**config.mk**
```make
export PLATFORM = sky130hd
export DESIGN_NAME = iter_div
export DESIGN_NICKNAME = d
export VERILOG_FILES = /design/src/rtl/div_pkg.sv /design/src/rtl/iter_div_dp.sv /design/src/rtl/iter_div.sv
export SDC_FILE = /design/constraint.sdc
export NUM_CORES = 1
export LEC_CHECK = 0
export CORE_MARGIN = 2
export CORE_UTILIZATION = 54
export DETAILED_ROUTE_END_ITERATION = 8
export PLACE_DENSITY = 0.9
export SYNTH_ARGS = -nofsm -noshare
export SYNTH_HDL_FRONTEND = slang
export SYNTH_SLANG_ARGS = --single-unit
export TNS_END_PERCENT = 1
```
**constraint.sdc**
```tcl
create_clock -name CLK -period 3.3 [get_ports CLK]
set_input_delay 0.33 -clock CLK [delete_from_list [all_inputs] [get_ports CLK]]
set_output_delay 0.33 -clock CLK [all_outputs]
set_load 0.01 [all_outputs]
```
**src/rtl/div_pkg.sv**
```systemverilog
// Shared types for the iterative divider: FSM state encoding and
// the iteration-counter width helper.
package div_pkg;

    typedef enum logic [2:0] {
        S_IDLE  = 3'd0,
        S_CHECK = 3'd1,
        S_ITER  = 3'd2,
        S_FIX   = 3'd3,
        S_DONE  = 3'd4
    } state_t;

    function automatic int cnt_w(input int width);
        return $clog2(width);
    endfunction

endpackage

```
**src/rtl/iter_div_dp.sv**
```systemverilog
// Divider datapath: operand capture, restoring shift-subtract and
// result fix-up. Signed operands when ITER_DIV_SIGNED_EN is defined.
module iter_div_dp
    import div_pkg::*;
#(
    parameter int WIDTH = 8
) (
    input  logic             CLK,
    input  logic             rst,
    input  logic             cap,
    input  logic             init,
    input  logic             step,
    input  logic             ld_res,
    input  logic             ld_dz,
    input  logic [WIDTH-1:0] dividend,
    input  logic [WIDTH-1:0] divisor,
    output logic             dz,
    output logic [WIDTH-1:0] quotient,
    output logic [WIDTH-1:0] remainder
);

    logic [WIDTH-1:0] dvd, dvs;
    logic [WIDTH-1:0] a, q;
    logic [WIDTH-1:0] mag_n, mag_d;
    logic [WIDTH-1:0] q_res, r_res;
    logic [WIDTH:0]   trial;

`ifdef ITER_DIV_SIGNED_EN
    logic neg_n, neg_d;
    assign neg_n = dvd[WIDTH-1];
    assign neg_d = dvs[WIDTH-1];
    // MIN negates to itself, which is its correct unsigned magnitude
    assign mag_n = neg_n ? -dvd : dvd;
    assign mag_d = neg_d ? -dvs : dvs;
    assign q_res = (neg_n ^ neg_d) ? -q : q;
    assign r_res = neg_n ? -a : a;
`else
    assign mag_n = dvd;
    assign mag_d = dvs;
    assign q_res = q;
    assign r_res = a;
`endif

    assign dz    = (dvs == '0);
    assign trial = {a, q[WIDTH-1]} - {1'b0, mag_d};

    always_ff @(posedge CLK or posedge rst) begin
        if (rst) begin
            dvd       <= '0;
            dvs       <= '0;
            a         <= '0;
            q         <= '0;
            quotient  <= '0;
            remainder <= '0;
        end else begin
            if (cap) begin
                dvd <= dividend;
                dvs <= divisor;
            end
            if (init) begin
                a <= '0;
                q <= mag_n;
            end else if (step) begin
                if (!trial[WIDTH]) begin
                    a <= trial[WIDTH-1:0];
                    q <= {q[WIDTH-2:0], 1'b1};
                end else begin
                    a <= {a[WIDTH-2:0], q[WIDTH-1]};
                    q <= {q[WIDTH-2:0], 1'b0};
                end
            end
            if (ld_res) begin
                quotient  <= q_res;
                remainder <= r_res;
            end else if (ld_dz) begin
                quotient  <= '1;
                remainder <= dvd;
            end
        end
    end

endmodule

```
**src/rtl/iter_div.sv**
```systemverilog
// Iterative restoring divider: control FSM and iteration counter.
// Define ITER_DIV_SIGNED_EN for two's complement operands.
module iter_div
    import div_pkg::*;
#(
    parameter int WIDTH = 8
) (
    input  logic             CLK,
    input  logic             rst,
    input  logic             Go,
    input  logic [WIDTH-1:0] dividend,
    input  logic [WIDTH-1:0] divisor,
    output logic [WIDTH-1:0] quotient,
    output logic [WIDTH-1:0] remainder,
    output logic             Busy,
    output logic             Done,
    output logic             Error
);

    localparam int CW = cnt_w(WIDTH);

    state_t        state, nxt;
    logic [CW-1:0] cnt;
    logic          cap, init, step;
    logic          ld_res, ld_dz, dz;

    always_ff @(posedge CLK or posedge rst) begin
        if (rst) state <= S_IDLE;
        else     state <= nxt;
    end

    always_comb begin
        nxt    = state;
        cap    = 1'b0;
        init   = 1'b0;
        step   = 1'b0;
        ld_res = 1'b0;
        ld_dz  = 1'b0;
        unique case (state)
            S_IDLE: begin
                if (Go) begin
                    cap = 1'b1;
                    nxt = S_CHECK;
                end
            end
            S_CHECK: begin
                if (dz) begin
                    ld_dz = 1'b1;
                    nxt   = S_DONE;
                end else begin
                    init = 1'b1;
                    nxt  = S_ITER;
                end
            end
            S_ITER: begin
                step = 1'b1;
                if (cnt == '0) nxt = S_FIX;
            end
            S_FIX: begin
                ld_res = 1'b1;
                nxt    = S_DONE;
            end
            S_DONE:  nxt = S_IDLE;
            default: nxt = S_IDLE;
        endcase
    end

    always_ff @(posedge CLK or posedge rst) begin
        if (rst) begin
            cnt   <= '0;
            Error <= 1'b0;
        end else begin
            if (init)
                cnt <= CW'(WIDTH - 1);
            else if (step && cnt != '0)
                cnt <= cnt - 1'b1;
            if (cap)
                Error <= 1'b0;
            else if (ld_dz)
                Error <= 1'b1;
        end
    end

    assign Busy = (state != S_IDLE);
    assign Done = (state == S_DONE);

    iter_div_dp #(
        .WIDTH(WIDTH)
    ) u_dp (
        .CLK      (CLK),
        .rst      (rst),
        .cap      (cap),
        .init     (init),
        .step     (step),
        .ld_res   (ld_res),
        .ld_dz    (ld_dz),
        .dividend (dividend),
        .divisor  (divisor),
        .dz       (dz),
        .quotient (quotient),
        .remainder(remainder)
    );

endmodule
```
==> flow_metrics.env <==
export IMPL_rr_endpoint="u_dp.a[2]$_DFFE_PP0P_"
export IMPL_critical_path_top_delay_family="compound AO/OA/AOI/OAI gates"
export IMPL_netlist_instances=263
export IMPL_hold_slack_ns=0.481
export IMPL_io_pins=38
export IMPL_period_minus_slack_ns=2.71
export IMPL_syn_avg_cell_area_um2=10.3
export IMPL_grt_pass1_vias=2026
export IMPL_drc_errors=0
export IMPL_maxSlewHeadroom_pct=27.8
export IMPL_yosys_area_top_type_share_pct=50.6
export IMPL_grt_pass1_wl_um=9600
export IMPL_yosysSeqAreaShare_pct=50.6
export IMPL_start_util_pct=56.8
export IMPL_slew_violations=0
export IMPL_p_per_area_mw_per_mm2=1080
export IMPL_hold_end="u_dp.remainder[1]$_DFFE_PP0N_"
export IMPL_io_buffers=37
export IMPL_yosysMostFrequentCell="dfrtp_1"
export IMPL_r2r_slack_ns=0.59
export IMPL_cp_startpoint="u_dp.q[7]$_DFFE_PP0P_"
export IMPL_cp_start_kind="register"
export IMPL_outcome="finished clean"
export IMPL_path_cells="inv_1 -> ha_1 -> inv_1 -> fa_1 -> a211oi_4 -> nor3_2 -> mux2i_1 -> a2111oi_4 -> buf_4 -> mux2i_1 -> o21ai_0"
export IMPL_skew_ns=0.00687
export IMPL_core_area_mm2=0.00479
export IMPL_clock_sinks=55
export IMPL_holdCritPathClass="reg2reg"
export IMPL_r2r_cells=11
export IMPL_cts_tree="built"
export IMPL_ctsHoldBuffers=0
export IMPL_diodes=0
export IMPL_cts_max_level=2
export IMPL_period_share_pct=82.0
export IMPL_setup_slack_ns=0.593
export IMPL_ys_ff_latch=55
export IMPL_num_rows=25
export IMPL_clock_path_buffers=2
export IMPL_synthArstFlopShare_pct=100
export IMPL_critPathMaxFanout=12
export IMPL_hpwl_um=4000
export IMPL_drt_wl_total_um=5520
export IMPL_synth_edf_count=0
export IMPL_cp_data_arrival_time_ns=2.88
export IMPL_crit_type="reg2reg"
export IMPL_dieArea_mm2=0.00562
export IMPL_drt_iter0_markers=153
export IMPL_dieWidth_um=75.0
export IMPL_synthTopCellsByArea="dfrtp_1, mux2i_1, o21ai_0"
export IMPL_drive_gt1_share_pct=8.36
export IMPL_cp_end_kind="register"
export IMPL_yosys_warnings=0
export IMPL_setup_tns_ns=0
export IMPL_postCtsSetupBuffers=0
export IMPL_crit_slowest_cell="fa_1"
export IMPL_yosysUniqueCellTypes=41
export IMPL_pre_cts_slack_ns=0.615
export IMPL_overflow=0
export IMPL_routedWlPerCell_um=15.1
export IMPL_fmax_ghz=0.369
export IMPL_place_congestion=0.820
export IMPL_synth_nets=293
export IMPL_cts_resized=0
export IMPL_die_h_um=75.0
export IMPL_synth_main_ff_cell="dfrtp_1"
export IMPL_syn2layout_area_growth_pct=19.8
export IMPL_grt_max_degree=56
export IMPL_grt_total_usage_pct=22.7
export IMPL_cp_required_ns=3.47
export IMPL_fin_nets=328
export IMPL_hold_viol_final=0
export IMPL_clk_latency_ns=0.32
export IMPL_r2r_start="u_dp.q[7]$_DFFE_PP0P_"
export IMPL_clk_pin_slew_ns=0.09
export IMPL_drt_pass1_iter_count=4
export IMPL_min_path_cells=2
export IMPL_post_route_util_pct=68.1
export IMPL_worstHoldStart="u_dp.remainder[1]$_DFFE_PP0N_"
export IMPL_synth_area_mm2=0.00272
export IMPL_setup_violations=0
export IMPL_ant_nets=0
export IMPL_antenna_found_initial=0
export IMPL_yosysTopAreaCell="dfrtp_1"
export IMPL_cts_made_buffers=5
export IMPL_synth_commonest_cells="dfrtp_1, nand2_1, o21ai_0"
export IMPL_num_vias=2051
export IMPL_p_leak_nw=1.47
export IMPL_via_per_inst=5.60
export IMPL_root_buffer="clkbuf_8"
export IMPL_worst_slew_pin_slew_ns=1.08
export IMPL_cpPeakStageDelay_ns=0.44
export IMPL_max_cap_violations=0
export IMPL_vdd_ir_drop_max_uv=406
export IMPL_critPathBufInv=3
export IMPL_rsz0062_at_grt="no"
-- worst reg2reg max path: stages, from the launching register on --
cell and delay [ns]:
dfrtp_1 0.39, inv_1 0.10, ha_1 0.17, inv_1 0.05, fa_1 0.44, a211oi_4 0.32
nor3_2 0.08, mux2i_1 0.15, a2111oi_4 0.33, buf_4 0.26, mux2i_1 0.20, o21ai_0 0.08
-- area by class of cell --
class | instances | area [um2]
clock inverters | 2 | 35.0
flip-flops and latches | 55 | 1380
repair buffers | 40 | 393
multi-input cells | 178 | 1220
inverters | 18 | 67.6
fillers | 359 | 1530
clock buffers | 6 | 82.6
well taps | 67 | 83.8
-- sequential cells by signal, summed over array words and instances (netlist names) --
| signal | flops |
|---|---|
| u_dp.a | 8 |
| u_dp.dvs | 8 |
| Error | 1 |
| u_dp.remainder | 8 |
| u_dp.quotient | 8 |
| u_dp.q | 8 |
| cnt | 3 |
| state | 3 |
| u_dp.dvd | 8 |
-- logic make-up (layout without fill, tap and decap cells) --
group	count (synthesis)	after routing	share of synthesized area, %
and+or+nand+nor	73	73	12.6
AOI/OAI and AO/OA	64	64	15.8
DFF	55	55	50.6
buffers and inverters	30	66	4.51
muxes	24	24	9.25
adders and majority gates	11	11	5.34
xor gates and xnor gates	6	6	1.93
-- worst max path at each step --
stage,endpoint,slack (ns),cells after the start
floorplan,u_dp.a[1]$_DFFE_PP0P_,0.77,11
global placement,u_dp.a[2]$_DFFE_PP0P_,0.71,11
detailed placement,u_dp.a[2]$_DFFE_PP0P_,0.62,11
CTS,u_dp.a[2]$_DFFE_PP0P_,0.58,11
global route,u_dp.a[2]$_DFFE_PP0P_,0.38,11
finish,u_dp.a[2]$_DFFE_PP0P_,0.59,11
-- cells in the final DEF (no fill, tap or decap), types with 2 or more instances in the layout --
master	count
and2_1	3
nand2b_1	3
o311ai_0	2
ha_1	10
buf_4	3
a22oi_1	2
o21ai_0	26
o22a_1	7
xor2_1	2
mux2i_1	15
nor2_1	13
nand3_1	7
nor3b_1	2
nor3_1	2
a32oi_1	2
a31oi_1	7
a21oi_1	8
nand2_1	34
or3_1	2
xnor2_1	4
dfrtp_1	55
mux2_2	9
o31ai_1	3
nor4_1	2
o21ai_1	2
clkbuf_8	6
inv_1	16
clkdlybuf4s50_1	37
-- report_power, final --
group          internal [mW]  switching [mW]
Sequential             0.996           0.252
Combinational          0.869           0.951
Clock                  0.246           0.215
Total                   2.11            1.42
-- stage by stage --
stage	cells	cell area, um2	power [mW]
finish	366	3260	3.53
global route	366	3260	3.84
CTS	366	3260	3.55
detailed placement	358	3140	3.09
global placement	358	3140	2.99
floorplan	263	2720	2.54
-- layer usage --
metal	track usage (%)	routed length (um)	vias up
li1	-	-	994
met1	30.1	2430	987
met2	38.0	2760	61
met3	4.15	255	9
met4	7.54	73	0
met5	0	0	-
Note: power is estimated with default switching activity, not from simulation.
